File: config.mk
export PLATFORM = sky130hd
export DESIGN_NAME = sram_bist_ctrl_flat
export DESIGN_NICKNAME = d
export VERILOG_FILES = /design/src/rtl/sram_bist_ctrl_if.sv /design/src/rtl/sram_bist_ctrl.sv /design/src/flat_wrapper.sv
export SDC_FILE = /design/constraint.sdc
export NUM_CORES = 1
export LEC_CHECK = 0
export CORE_ASPECT_RATIO = 1.2
export CORE_UTILIZATION = 45
export DETAILED_ROUTE_END_ITERATION = 8
export PLACE_DENSITY = 0.82
export REMOVE_ABC_BUFFERS = 1
export SLEW_MARGIN = 20
export SYNTH_ARGS = -nofsm -noshare
export SYNTH_HDL_FRONTEND = slang
export SYNTH_SLANG_ARGS = --single-unit
export TNS_END_PERCENT = 5
File: constraint.sdc
create_clock -name clk -period 3.7 [get_ports clk]
set_clock_uncertainty 0.1 [all_clocks]
set_input_delay 0.74 -clock clk [delete_from_list [all_inputs] [get_ports clk]]
set_output_delay 0.74 -clock clk [all_outputs]
set_load 0.01 [all_outputs]
File: src/rtl/sram_bist_ctrl_if.sv
// rtl/sram_bist_ctrl_if.sv - SRAM port bundle between the BIST master and the SRAM instance
interface sram_bist_ctrl_if #(
    parameter int DATA_W = 8,
    parameter int ADDR_W = 3
);
    logic              mem_wr;
    logic              mem_rd;
    logic [ADDR_W-1:0] mem_add;
    logic [DATA_W-1:0] mem_data_in;
    logic [DATA_W-1:0] mem_data_out;

    modport master (
        output mem_wr,
        output mem_rd,
        output mem_add,
        output mem_data_in,
        input  mem_data_out
    );

    modport slave (
        input  mem_wr,
        input  mem_rd,
        input  mem_add,
        input  mem_data_in,
        output mem_data_out
    );
endinterface

File: src/rtl/sram_bist_ctrl.sv
// rtl/sram_bist_ctrl.sv - SRAM write/read-back self-test master
// SRAM_BIST_MARCH_EN adds inverse-pattern write and read phases after the plain read phase.
module sram_bist_ctrl #(
    parameter int                DATA_W = 8,
    parameter int                ADDR_W = 3,
    parameter int                RD_LAT = 1,
    parameter logic [DATA_W-1:0] SEED   = 8'hAA
) (
    input  logic                clk,
    input  logic                rst,
    input  logic                start,
    output logic                busy,
    output logic                done,
    output logic                pass,
    output logic [ADDR_W-1:0]   fail_addr,
    output logic [ADDR_W+1:0]   err_cnt,
    sram_bist_ctrl_if.master    mem
);

`ifdef SRAM_BIST_MARCH_EN
    typedef enum logic [2:0] {
        S_IDLE, S_WRITE, S_READ, S_WRITE_INV, S_READ_INV, S_DRAIN, S_DONE
    } state_t;
`else
    typedef enum logic [2:0] {
        S_IDLE, S_WRITE, S_READ, S_DRAIN, S_DONE
    } state_t;
`endif

    localparam logic [ADDR_W-1:0] LAST = '1;

    function automatic logic [DATA_W-1:0] pattern(input logic [ADDR_W-1:0] a);
        return SEED + DATA_W'(a);
    endfunction

    state_t              state;
    state_t              state_nx;
    logic                wr_nx;
    logic                rd_nx;
    logic [ADDR_W-1:0]   add_nx;
    logic [DATA_W-1:0]   din_nx;
    logic                busy_nx;
    logic                done_nx;
    logic                accept;
    logic [ADDR_W-1:0]   addr_inc;
    logic [DATA_W-1:0]   rd_exp;
    logic                mismatch;

    // Expected-value pipeline: entry pushed on the edge the SRAM samples a read,
    // compared RD_LAT edges later when the read data is valid.
    logic [RD_LAT-1:0]   pipe_v;
    logic [ADDR_W-1:0]   pipe_a [RD_LAT];
    logic [DATA_W-1:0]   pipe_d [RD_LAT];

    // mem_add doubles as the phase address counter; it holds between accesses.
    assign addr_inc = mem.mem_add + 1'b1;
    assign mismatch = pipe_v[RD_LAT-1] && (mem.mem_data_out != pipe_d[RD_LAT-1]);

    always_comb begin
        rd_exp = pattern(mem.mem_add);
`ifdef SRAM_BIST_MARCH_EN
        if (state == S_READ_INV) rd_exp = ~rd_exp;
`endif
    end

    always_comb begin
        state_nx = state;
        wr_nx    = 1'b0;
        rd_nx    = 1'b0;
        add_nx   = mem.mem_add;
        din_nx   = mem.mem_data_in;
        busy_nx  = busy;
        done_nx  = 1'b0;
        accept   = 1'b0;
        case (state)
            S_IDLE: begin
                if (start) begin
                    state_nx = S_WRITE;
                    wr_nx    = 1'b1;
                    add_nx   = '0;
                    din_nx   = pattern('0);
                    busy_nx  = 1'b1;
                    accept   = 1'b1;
                end
            end
            S_WRITE: begin
                if (mem.mem_add == LAST) begin
                    state_nx = S_READ;
                    rd_nx    = 1'b1;
                    add_nx   = '0;
                end else begin
                    wr_nx  = 1'b1;
                    add_nx = addr_inc;
                    din_nx = pattern(addr_inc);
                end
            end
            S_READ: begin
                if (mem.mem_add == LAST) begin
`ifdef SRAM_BIST_MARCH_EN
                    state_nx = S_WRITE_INV;
                    wr_nx    = 1'b1;
                    add_nx   = '0;
                    din_nx   = ~pattern('0);
`else
                    state_nx = S_DRAIN;
`endif
                end else begin
                    rd_nx  = 1'b1;
                    add_nx = addr_inc;
                end
            end
`ifdef SRAM_BIST_MARCH_EN
            S_WRITE_INV: begin
                if (mem.mem_add == LAST) begin
                    state_nx = S_READ_INV;
                    rd_nx    = 1'b1;
                    add_nx   = '0;
                end else begin
                    wr_nx  = 1'b1;
                    add_nx = addr_inc;
                    din_nx = ~pattern(addr_inc);
                end
            end
            S_READ_INV: begin
                if (mem.mem_add == LAST) begin
                    state_nx = S_DRAIN;
                end else begin
                    rd_nx  = 1'b1;
                    add_nx = addr_inc;
                end
            end
`endif
            S_DRAIN: begin
                if (pipe_v == '0) begin
                    state_nx = S_DONE;
                    done_nx  = 1'b1;
                    busy_nx  = 1'b0;
                end
            end
            S_DONE: begin
                state_nx = S_IDLE;
            end
            default: begin
                state_nx = S_IDLE;
            end
        endcase
    end

    always_ff @(posedge clk or posedge rst) begin
        if (rst) begin
            state           <= S_IDLE;
            mem.mem_wr      <= 1'b0;
            mem.mem_rd      <= 1'b0;
            mem.mem_add     <= '0;
            mem.mem_data_in <= '0;
            busy            <= 1'b0;
            done            <= 1'b0;
            pass            <= 1'b0;
            fail_addr       <= '0;
            err_cnt         <= '0;
            pipe_v          <= '0;
            for (int i = 0; i < RD_LAT; i++) begin
                pipe_a[i] <= '0;
                pipe_d[i] <= '0;
            end
        end else begin
            state           <= state_nx;
            mem.mem_wr      <= wr_nx;
            mem.mem_rd      <= rd_nx;
            mem.mem_add     <= add_nx;
            mem.mem_data_in <= din_nx;
            busy            <= busy_nx;
            done            <= done_nx;

            pipe_v[0] <= mem.mem_rd;
            pipe_a[0] <= mem.mem_add;
            pipe_d[0] <= rd_exp;
            for (int i = 1; i < RD_LAT; i++) begin
                pipe_v[i] <= pipe_v[i-1];
                pipe_a[i] <= pipe_a[i-1];
                pipe_d[i] <= pipe_d[i-1];
            end

            if (accept) begin
                pass      <= 1'b0;
                err_cnt   <= '0;
                fail_addr <= '0;
            end else begin
                if (done_nx) pass <= (err_cnt == '0);
                if (mismatch) begin
                    if (err_cnt != '1) err_cnt <= err_cnt + 1'b1;
                    if (err_cnt == '0) fail_addr <= pipe_a[RD_LAT-1];
                end
            end
        end
    end

endmodule

File: src/flat_wrapper.sv
// flat-port wrapper written by rule: the top's interface ports become plain ports
module sram_bist_ctrl_flat 
#(
    parameter int                DATA_W = 8,
    parameter int                ADDR_W = 3,
    parameter int                RD_LAT = 1,
    parameter logic [DATA_W-1:0] SEED   = 8'hAA
)
  (clk, rst, start, busy, done, pass, fail_addr, err_cnt, mem_mem_wr, mem_mem_rd, mem_mem_add, mem_mem_data_in, mem_mem_data_out);
  sram_bist_ctrl_if #(.DATA_W(DATA_W), .ADDR_W(ADDR_W)) mem_i ();
  input  logic clk;
  input  logic rst;
  input  logic start;
  output logic busy;
  output logic done;
  output logic pass;
  output logic [ADDR_W-1:0] fail_addr;
  output logic [ADDR_W+1:0] err_cnt;
  output wire logic [$bits(mem_i.mem_wr)-1:0] mem_mem_wr;
  output wire logic [$bits(mem_i.mem_rd)-1:0] mem_mem_rd;
  output wire logic [$bits(mem_i.mem_add)-1:0] mem_mem_add;
  output wire logic [$bits(mem_i.mem_data_in)-1:0] mem_mem_data_in;
  input wire logic [$bits(mem_i.mem_data_out)-1:0] mem_mem_data_out;
  assign mem_mem_wr = mem_i.mem_wr;
  assign mem_mem_rd = mem_i.mem_rd;
  assign mem_mem_add = mem_i.mem_add;
  assign mem_mem_data_in = mem_i.mem_data_in;
  assign mem_i.mem_data_out = mem_mem_data_out;
  sram_bist_ctrl #(.DATA_W(DATA_W), .ADDR_W(ADDR_W), .RD_LAT(RD_LAT), .SEED(SEED)) u_core (.clk(clk), .rst(rst), .start(start), .busy(busy), .done(done), .pass(pass), .fail_addr(fail_addr), .err_cnt(err_cnt), .mem(mem_i));
endmodule
# After elaboration in Yosys (flattened, before gate mapping)
# Index checks and enable logic that the tools add are counted.
dict set report op_classes {
  n_eq_ne 12
  n_mux 31
  n_reduce_logical 16
  add_sub_neg 4
}
# cell count
set op_table {}
lappend op_table {{$mux W3} 10}
lappend op_table {{$add A8 B3 Y8 const A} 2}
lappend op_table {{$mux W8} 2}
lappend op_table {{$pmux W8 S2} 1}
lappend op_table {{$mux W5} 3}
lappend op_table {{$pmux W3 S4} 1}
lappend op_table {{$reduce_bool A2 Y1} 6}
lappend op_table {{$mux W1} 10}
lappend op_table {{$pmux W3 S3} 1}
lappend op_table {{$reduce_and A3 Y1} 3}
lappend op_table {{$ne A2 B2 Y1 const B} 4}
lappend op_table {{$ne A8 B8 Y1} 1}
lappend op_table {{$eq A3 B2 Y1 const B} 2}
lappend op_table {{$pmux W1 S2} 3}
lappend op_table {{$add A5 B1 Y5 const B} 1}
lappend op_table {{$logic_not A5 Y1} 1}
lappend op_table {{$ne A5 B5 Y1 const B} 1}
lappend op_table {{$ne A2 B1 Y1 const B} 2}
lappend op_table {{$reduce_and A2 Y1} 2}
lappend op_table {{$reduce_and A4 Y1} 1}
lappend op_table {{$add A3 B1 Y3 const B} 1}
lappend op_table {{$eq A3 B1 Y1 const B} 1}
lappend op_table {{$eq A3 B3 Y1 const B} 1}
lappend op_table {{$logic_not A3 Y1} 1}
lappend op_table {{2 further kinds} 2}
dict set report word_totals {
  inputBits 11
  out_inout_bits 24
  word_cells 76
  register_bits 39
}

# Depth between registers and ports, before layout
# Gate-level depths: netlist (run 1).
dict set report logic_depth {
  word_depth 4
  depth_mapped 8
  depth_no_buf 6
}

# Worst setup path before layout (run 1)
# Ideal clock, no wire load.
dict set report synth_timing {
  path_type {register to register}
  startpoint {reg u_core.mem.mem_add[1]}
  endpoint {reg u_core.mem.mem_data_in[3]}
  path_stages_with_launch 9
  synth_period_minus_slack_ps 2088
  n_path_buf 2
  setup_ps 119
  t_arrival_ps 1869
  required_ps 3481
  setup_slack_ps 1612
  path_cell_list {dfrtp_1 -> ha_1 -> ha_1 -> buf_6 -> or4b_1 -> buf_6 -> nand2_8 -> nand4_2 -> o21a_1}
}
dict set report synth_between {
  elab_chain_len 4
  elab_cells_between_ends 7
  classes_between {add/sub (2); eq/ne (2); mux (2); reduce/logical (1)}
}
# item line
set synth_rtl {}
lappend synth_rtl {{start, declared} sram_bist_ctrl_if.sv:15} ;# output mem_add,
lappend synth_rtl {{start signal, assigned} sram_bist_ctrl.sv:170} ;# mem.mem_add <= add_nx;
lappend synth_rtl {{$add A3 B1 Y3} sram_bist_ctrl.sv:56} ;# assign addr_inc = mem.mem_add + 1'b1;
lappend synth_rtl {{$add A8 B3 Y8} sram_bist_ctrl.sv:33} ;# return SEED + DATA_W'(a);
lappend synth_rtl {{$mux W8} sram_bist_ctrl.sv:87} ;# if (mem.mem_add == LAST) begin
lappend synth_rtl {{$pmux W8 S2} sram_bist_ctrl.sv:75} ;# case (state)
lappend synth_rtl {{end signal, assigned} sram_bist_ctrl.sv:171} ;# mem.mem_data_in <= din_nx;
lappend synth_rtl {{end, declared} sram_bist_ctrl_if.sv:16} ;# output mem_data_in,
# Several ways; a longest one is shown, not always the timed one. The select of a mux whose other input is x is not followed.
# A chain may end at the register's enable or synchronous reset.

# Worst setup path after layout (run 1)
dict set report layout_timing {
  startpoint {reg u_core.mem.mem_add[0]}
  endpoint {reg u_core.mem.mem_data_in[3]}
}
# The elaborated chain is that of the path after synthesis.

==> flow_metrics.env, run 1 <==
export IMPL_yosysUniqueCellTypes=40
export IMPL_ctsResizeCount=0
export IMPL_synth_seq_cells=34
export IMPL_setup_tns_ns=0
export IMPL_dp_hpwl_microns=2310
export IMPL_seq_area_frac_synth_pct=50.8
export IMPL_finalNetCount=200
export IMPL_initial_utilization_pct=48.5
export IMPL_syn2layout_area_growth_pct=23.5
export IMPL_violations="DRC"
export IMPL_crit_arrival_ns=2.33
export IMPL_outcome="complete, but fails checks"
export IMPL_grt_busiest_layer="met2"
export IMPL_synth_edf_count=0
export IMPL_placed_area_sq_um=1970
export IMPL_drcViolationCount=3
export IMPL_yosysWarnings=0
export IMPL_fmax_ghz=0.443
export IMPL_relSlewSlack_pct=66.5
export IMPL_finalCritPeriodShare_pct=61.1
export IMPL_grt_pass1_wl_microns=5180
export IMPL_cts_buffer_depth=2
export IMPL_synth_main_ff_cell="dfrtp_1"
export IMPL_cp_cell_sequence="ha_1, ha_1, or4b_1, nand2_8, nand4_2, o21a_1"
export IMPL_critPathCaptureType="register"
export IMPL_finalWirelength_microns=3120
export IMPL_drt_iter0_drc=39
export IMPL_layout_commonest_cell="dfrtp_1"
export IMPL_clk_latency_ns=0.28
export IMPL_cts_sinks=34
export IMPL_fp_dieArea_sq_um=3970
export IMPL_synthArstFlopShare_pct=100
export IMPL_startpoint_type="register"
export IMPL_hold_class="reg2reg"
export IMPL_coreArea_sq_um=3450
export IMPL_synth_avg_cell_area_sq_um=11.1
export IMPL_rows=23
export IMPL_final_cell_mix="34 x dfrtp_1, 33 x clkdlybuf4s50_1, 19 x nand2_1"
export IMPL_synthCells=151
export IMPL_final_area_sq_um=2070
export IMPL_cap_violations=0
export IMPL_yosys_top_cells_area="dfrtp_1 51%, mux2i_1 6.0%, ha_1 5.2%"
export IMPL_root_buffer="clkbuf_8"
export IMPL_gr_total_overflow=0
export IMPL_antenna_diode_count=0
export IMPL_leakagePower_nw=0.899
export IMPL_path_delay_family="simple AND/OR/NAND/NOR gates"
export IMPL_syn_area_sq_um=1680
export IMPL_slowest_stage="or4b_1"
export IMPL_grt_pass1_vias=1202
export IMPL_ant_nets=0
export IMPL_worstHoldStart="u_core.mem.mem_rd"
export IMPL_antenna_found_initial=0
export IMPL_place_gp_congestion=0.867
export IMPL_grt_max_degree=35
export IMPL_utilization_pct=59.9
export IMPL_met1_usage_pct=18.8
export IMPL_r2r_start="u_core.mem.mem_add[0]"
export IMPL_postCtsSetupRepairBufs=0
export IMPL_viasPerCell=5.37
export IMPL_drt_pass1_iter_count=6
export IMPL_cp_max_fo=9
export IMPL_worst_pin_slew_ns=0.502
export IMPL_wl_per_cell_microns=14.2
export IMPL_dieHeight_microns=68.8
export IMPL_grtUsageMet2_pct=33.1
export IMPL_setup_violations=0
export IMPL_grt_usage_pct=17.6
export IMPL_cp_required_ns=3.77
export IMPL_vias=1182
export IMPL_io_buffers=33
export IMPL_netlist_area_leader_share_pct=50.8
export IMPL_drv_slew=0
export IMPL_pin_count=35
export IMPL_clk_pin_slew_ns=0.07
export IMPL_crit_top_cell="ha_1"
export IMPL_cts_tree="built"
export IMPL_path_buf_inv=0
export IMPL_grt_use_met3_pct=3.92
export IMPL_fin_crit_ns=2.26
export IMPL_critPathMaxStageDelay_ns=0.71
export IMPL_rsz0062_at_grt="no"
export IMPL_htreeDepth=2
export IMPL_cts_hold_buffers=0
export IMPL_crit_start="u_core.mem.mem_add[0]"
export IMPL_powerDensity_nw_per_um2=736
export IMPL_cts_buffers=5
export IMPL_drive_gt1_share_pct=10.4
export IMPL_hold_viol=0
export IMPL_die_w_microns=57.7
export IMPL_yosysTopAreaCell="dfrtp_1"
export IMPL_crit_type="reg2reg"
export IMPL_vdd_drop_max_v=0.000399
## final timing paths
| check | to | slack [ns] | cells after the start |
|---|---|---|---|
| worst min-delay path | u_core.pipe_v | 0.28 | 0 |
| worst min register to register | u_core.pipe_v | 0.28 | 0 |
| min in group asynchronous | u_core.pipe_d[5] | 0.77 | 3 |
| worst max register to register | u_core.mem.mem_data_in[3] | 1.44 | 6 |
| worst max-delay path | u_core.mem.mem_data_in[3] | 1.44 | 6 |
| max in group asynchronous | u_core.err_cnt[1] | 2.43 | 3 |
## report_power, final
group,internal [W],switching (W)
Sequential,0.000496,0.000106
Clock,0.000149,0.000129
Combinational,0.000328,0.000313
Total,0.000973,0.000549
## layer usage
layer	part of all wire, %	vias up
met4	1.5	0
met1	41	571
met3	3.5	4
li1	-	579
met5	0	-
met2	54	28
## cell usage after synthesis, types with 3 or more instances
cell type	n
buf_6	5
a211oi_1	3
dfrtp_1	34
o21ai_0	4
nand2b_1	5
nand2_1	19
or2_2	3
inv_1	9
xor2_1	5
a21oi_1	7
mux2i_1	10
ha_1	7
nand3_1	4
buf_4	3
## stage by stage
step                      setup slack [ns]  instances  total power [W]  hold WS, ns
after detailed placement              1.19        212          0.00126        0.270
final                                 1.44        220          0.00152        0.283
after floorplan                       1.55        141         0.000990        0.316
after CTS                             1.45        220          0.00154        0.286
after global routing                  1.31        220          0.00164        0.302
after global placement                1.23        212          0.00123        0.259
## sequential cells by signal, summed over array words and instances (netlist names)
signal and flops:
u_core.err_cnt 5, u_core.mem.mem_add 3, u_core.done 1, u_core.state 3, u_core.pass 1, u_core.mem.mem_data_in 6, u_core.fail_addr 3, u_core.pipe_d 5
u_core.mem.mem_wr 1, u_core.mem.mem_rd 1, u_core.pipe_a 3, u_core.pipe_v 1, u_core.busy 1
## layout make-up
type | count | area [sq um]
Fill cell | 291 | 1390
Sequential cell | 34 | 851
Multi-Input combinational cell | 98 | 704
Timing Repair Buffer | 34 | 338
Clock buffer | 6 | 82.6
Tap cell | 37 | 46.3
Inverter | 9 | 33.8
Clock inverter | 2 | 12.5
## kinds of logic after synthesis
group,count (synthesis),share of synthesized area [%]
buf+inv,19,7.17
mux,11,6.65
xor+xnor,5,2.61
simple gates,47,16.9
fa+ha+maj,7,5.23
other cells,2,0.448
compound gates,26,10.2
flops,34,50.8
No activity file was read; power rests on OpenSTA's default activity.
==> run 2: changes to the inputs <==
--- a/config.mk
+++ b/config.mk
@@ -8,7 +8,7 @@
 export CORE_ASPECT_RATIO = 1.2
 export CORE_UTILIZATION = 45
 export DETAILED_ROUTE_END_ITERATION = 8
-export PLACE_DENSITY = 0.82
+export PLACE_DENSITY = 0.85
 export REMOVE_ABC_BUFFERS = 1
 export SLEW_MARGIN = 20
 export SYNTH_ARGS = -nofsm -noshare
==> constraint.sdc (replaced) <==
create_clock -name clk -period 2 [get_ports clk]
set_clock_uncertainty 0.1 [all_clocks]
set_input_delay 0.4 -clock clk [delete_from_list [all_inputs] [get_ports clk]]
set_output_delay 0.4 -clock clk [all_outputs]
set_load 0.01 [all_outputs]
==> flow_metrics.env, run 2 (same netlist as run 1, synthesis figures left out) <==
export IMPL_die_w_microns=57.7
export IMPL_place_gp_congestion=0.828
export IMPL_utilization_pct=63.9
export IMPL_ant_nets=0
export IMPL_top_register="u_core.mem.mem_data_in"
export IMPL_layout_commonest_cell="dfrtp_1"
export IMPL_fillerInstances=278
export IMPL_viasPerCell=5.51
export IMPL_power_w=0.00316
export IMPL_rows=23
export IMPL_clk_latency_ns=0.28
export IMPL_outcome="complete, but fails checks"
export IMPL_antenna_found_initial=0
export IMPL_cts_sinks=34
export IMPL_leakagePower_nw=0.976
export IMPL_crit_type="reg2reg"
export IMPL_grt_pass1_vias=1275
export IMPL_finalCritPeriodShare_pct=97.2
export IMPL_grt_usage_pct=19.9
export IMPL_io_buffers=33
export IMPL_reg_largest_list="u_core.mem.mem_data_in x6, u_core.err_cnt x5, u_core.pipe_d x5"
export IMPL_cts_buffers=5
export IMPL_drv_slew=0
export IMPL_antenna_diode_count=0
export IMPL_dp_hpwl_microns=2690
export IMPL_drive_gt1_share_pct=18.5
export IMPL_cts_tree="built"
export IMPL_path_delay_family="flip-flops"
export IMPL_finalWirelength_microns=3680
export IMPL_critPathMaxStageDelay_ns=0.39
export IMPL_largest_reg_flops=6
export IMPL_fin_crit_ns=1.94
export IMPL_cp_required_ns=2.07
export IMPL_vdd_drop_max_v=0.000715
export IMPL_hold_viol=0
export IMPL_cap_violations=0
export IMPL_dp_slack_ns=-0.131
export IMPL_setup_slack_ns=0.0569
export IMPL_setup_tns_ns=0
export IMPL_grt_max_degree=35
export IMPL_critPathCaptureType="register"
export IMPL_coreArea_sq_um=3450
export IMPL_dieHeight_microns=68.8
export IMPL_hold_class="reg2reg"
export IMPL_wl_per_cell_microns=15.9
export IMPL_rsz0062_at_grt="yes"
export IMPL_clk_pin_slew_ns=0.07
export IMPL_drt_pass1_iter_count=8
export IMPL_fmax_ghz=0.515
export IMPL_cp_max_fo=8
export IMPL_pin_count=35
export IMPL_startpoint_type="register"
export IMPL_cts_buffer_depth=2
export IMPL_syn2layout_area_growth_pct=31.7
export IMPL_setup_violations=0
export IMPL_fp_dieArea_sq_um=3970
export IMPL_finalNetCount=212
export IMPL_cts_hold_buffers=0
export IMPL_cp_cell_sequence="ha_2, ha_2, buf_4, or2_2, a21oi_2, mux2_4"
export IMPL_htreeDepth=2
export IMPL_crit_top_cell="ha_2"
export IMPL_drt_iter0_drc=70
export IMPL_gr_total_overflow=0
export IMPL_root_buffer="clkbuf_8"
export IMPL_drcViolationCount=2
export IMPL_vias=1279
export IMPL_violations="DRC"
export IMPL_powerDensity_nw_per_um2=1430
export IMPL_path_buf_inv=1
export IMPL_grt_pass1_wl_microns=5710
export IMPL_slowest_stage="dfrtp_1"
export IMPL_final_cell_mix="34 x dfrtp_1, 33 x clkdlybuf4s50_1, 19 x nand2_1"
export IMPL_crit_arrival_ns=2.01
export IMPL_initial_utilization_pct=48.5
[run 2: per-layer routing]
metal | vias up | GRT usage, % | part of all wire [%]
met3 | 4 | 5.60 | 3.7
met1 | 632 | 20.6 | 38
met5 | - | 0 | 0
met2 | 40 | 37.1 | 57
met4 | 0 | 10.1 | 1.1
li1 | 603 | - | -
[run 2: through the flow]
| stage | hold WS, ns | instance area, sq um | cells |
|---|---|---|---|
| after floorplan | 0.316 | 1590 | 141 |
| after global placement | 0.278 | 2080 | 224 |
| after detailed placement | 0.277 | 2080 | 224 |
| after CTS | 0.295 | 2200 | 232 |
| after global routing | 0.306 | 2210 | 232 |
| final | 0.300 | 2210 | 232 |
[run 2: final timing paths]
path / startpoint / to / slack, ns / cells after the start
hold / removal: u_core.mem.mem_rd / u_core.pipe_v / 0.30 / 0
min in group asynchronous: rst / u_core.pass / 0.43 / 3
max in group asynchronous: rst / u_core.mem.mem_data_in[4] / 1.06 / 3
setup reg to reg: u_core.mem.mem_add[0] / u_core.mem.mem_add[2] / 0.06 / 6
hold reg to reg: u_core.mem.mem_rd / u_core.pipe_v / 0.30 / 0
setup / recovery: u_core.mem.mem_add[0] / u_core.mem.mem_add[2] / 0.06 / 6
[run 2: repair_timing]
action,in CTS,in global routing
endpoints found under the setup margin,8,6
resized for setup,3,3
pin swaps,1,1
setup buffers,0,0
[run 2: area by class of cell]
class                   count  area (sq um)  share of cell area, %
multi-input cells          98           727                   32.9
flip-flops and latches     34           851                   38.5
clock buffers               5          68.8                   3.12
inverters                   9          33.8                   1.53
well taps                  37          46.3                   2.10
repair buffers             46           440                   20.0
clock inverters             3          40.0                   1.81
[run 2: worst register-to-register path, stage by stage (launching register included)]
cell and delay [ns]:
dfrtp_1 0.39, ha_2 0.19, ha_2 0.18, buf_4 0.16
or2_2 0.31, a21oi_2 0.18, mux2_4 0.31
[run 2: power by group]
part,switching [W],leakage [nW],total [W],internal (W)
registers,0.000174,0.420,0.00109,0.000918
logic,0.000679,0.498,0.00146,0.000780
clock network,0.000247,0.0579,0.000614,0.000366
==> run 3: changes to the inputs <==
--- a/config.mk
+++ b/config.mk
@@ -10,6 +10,7 @@
 export DETAILED_ROUTE_END_ITERATION = 8
 export PLACE_DENSITY = 0.85
 export REMOVE_ABC_BUFFERS = 1
+export SETUP_SLACK_MARGIN = 0.02
 export SLEW_MARGIN = 20
 export SYNTH_ARGS = -nofsm -noshare
 export SYNTH_HDL_FRONTEND = slang
==> flow_metrics.env, run 3 (same netlist as run 1, synthesis figures left out) <==
export IMPL_critPathCaptureType="register"
export IMPL_startpoint_type="register"
export IMPL_cp_max_fo=5
export IMPL_drv_slew=0
export IMPL_outcome="complete, but fails checks"
export IMPL_cts_hold_buffers=0
export IMPL_finalCritPeriodShare_pct=96.2
export IMPL_crit_start="u_core.mem.mem_add[0]"
export IMPL_fmax_ghz=0.520
export IMPL_clk_latency_ns=0.28
export IMPL_final_area_sq_um=2210
export IMPL_rows=23
export IMPL_crit_type="reg2reg"
export IMPL_dp_hpwl_microns=2690
export IMPL_largest_reg_flops=6
export IMPL_gr_total_overflow=0
export IMPL_regArea_sq_um=851
export IMPL_drt_iter0_drc=77
export IMPL_crit_arrival_ns=2.00
export IMPL_vias=1280
export IMPL_cts_sinks=34
export IMPL_endpoint="u_core.mem.mem_data_in[3]"
export IMPL_root_buffer="clkbuf_8"
export IMPL_viasPerCell=5.52
export IMPL_hold_ws_ns=0.298
export IMPL_fin_crit_ns=1.92
export IMPL_grt_max_degree=35
export IMPL_top_register="u_core.mem.mem_data_in"
export IMPL_r2r_start="u_core.mem.mem_add[0]"
export IMPL_crit_top_cell="ha_2"
export IMPL_ant_nets=0
export IMPL_rsz0062_at_grt="yes"
export IMPL_die_w_microns=57.7
export IMPL_drcViolationCount=2
export IMPL_setup_violations=0
export IMPL_cp_cell_sequence="ha_2, ha_2, or4b_4, nand2_8, nand4_2, o21a_1"
export IMPL_utilization_pct=64.0
export IMPL_dp_slack_ns=-0.131
export IMPL_final_cell_mix="34 x dfrtp_1, 33 x clkdlybuf4s50_1, 19 x nand2_1"
export IMPL_multi_input_area_sq_um=729
export IMPL_placed_area_sq_um=2080
export IMPL_grt_usage_pct=19.9
export IMPL_hold_viol=0
export IMPL_fillerInstances=278
export IMPL_hold_class="reg2reg"
export IMPL_reg2reg_to="u_core.mem.mem_data_in[3]"
export IMPL_leakagePower_nw=0.978
export IMPL_cap_violations=0
export IMPL_critPathMaxStageDelay_ns=0.58
export IMPL_vdd_drop_max_v=0.000715
export IMPL_wl_per_cell_microns=15.9
export IMPL_cts_buffers=5
export IMPL_syn2layout_area_growth_pct=31.9
export IMPL_initial_utilization_pct=48.5
export IMPL_cp_required_ns=2.07
export IMPL_drt_pass1_iter_count=8
export IMPL_htreeDepth=2
export IMPL_violations="DRC"
export IMPL_antenna_diode_count=0
export IMPL_cts_buffer_depth=2
export IMPL_powerDensity_nw_per_um2=1430
export IMPL_clk_pin_slew_ns=0.07
export IMPL_cts_tree="built"
export IMPL_drive_gt1_share_pct=18.5
export IMPL_reg_largest_list="u_core.mem.mem_data_in x6, u_core.err_cnt x5, u_core.pipe_d x5"
export IMPL_dieHeight_microns=68.8
export IMPL_place_gp_congestion=0.828
export IMPL_grt_pass1_wl_microns=5710
export IMPL_pin_count=35
export IMPL_postCtsSetupRepairBufs=0
export IMPL_grt_pass1_vias=1275
export IMPL_io_buffers=33
export IMPL_finalWirelength_microns=3680
export IMPL_antenna_found_initial=0
export IMPL_slowest_stage="or4b_4"
export IMPL_coreArea_sq_um=3450
export IMPL_fp_dieArea_sq_um=3970
export IMPL_setup_slack_ns=0.0757
export IMPL_ff2ff_path_depth=6
export IMPL_layout_commonest_cell="dfrtp_1"
export IMPL_r2r_slack_ns=0.08
export IMPL_finalNetCount=212
==> run 3: worst min-delay path by stage <==
stage / endpoint / slack, ns / depth (start not counted) / from
after CTS: u_core.pipe_v / 0.29 / 0 / u_core.mem.mem_rd
after global placement: u_core.pipe_v / 0.28 / 0 / u_core.mem.mem_rd
after detailed placement: u_core.pipe_v / 0.28 / 0 / u_core.mem.mem_rd
after global routing: u_core.pipe_v / 0.31 / 0 / u_core.mem.mem_rd
final: u_core.pipe_v / 0.30 / 0 / u_core.mem.mem_rd
after floorplan: u_core.pipe_v / 0.32 / 0 / u_core.mem.mem_rd
==> run 3: power by group <==
group / switching [W] / internal (W) / total [W]
Sequential: 0.000174 / 0.000918 / 0.00109
Combinational: 0.000679 / 0.000781 / 0.00146
Clock: 0.000247 / 0.000366 / 0.000613
Total: 0.00110 / 0.00206 / 0.00316
==> run 3: critical path, delay by kind of cell (launching register included) <==
kind | cells | cell delay [ns]
AND/OR/NAND/NOR | 3 | 0.81
AO/OA/AOI/OAI | 1 | 0.14
flip-flops | 1 | 0.39
adder cells (fa/ha/maj) | 2 | 0.37
==> run 3: layer usage <==
layer / global-route usage, % / up-vias / share of wire [%]
met5: 0 / - / 0
met3: 5.60 / 4 / 3.5
met4: 10.1 / 0 / 1.1
met1: 20.6 / 638 / 38
met2: 37.1 / 37 / 57
li1: - / 601 / -
==> run 3: cell type report <==
| type | instances | area share (%) |
|---|---|---|
| Sequential cell | 34 | 38.5 |
| Multi-Input combinational cell | 98 | 33.0 |
| Timing Repair Buffer | 46 | 19.9 |
| Clock buffer | 5 | 3.11 |
| Tap cell | 37 | 2.10 |
| Clock inverter | 3 | 1.81 |
| Inverter | 9 | 1.53 |
==> run 3: stage by stage <==
stage | total power [W] | std cells | TNS (ns)
after floorplan | 0.00183 | 141 | -0.288
after global placement | 0.00241 | 224 | -0.105
after detailed placement | 0.00251 | 224 | -0.867
after CTS | 0.00317 | 232 | 0
after global routing | 0.00339 | 232 | 0
final | 0.00316 | 232 | 0
==> run 3: timing repair <==
item                                    in CTS  in global routing
pin swaps                                    1                  1
endpoints found under the setup margin      10                  6
gates resized for setup                      3                  4
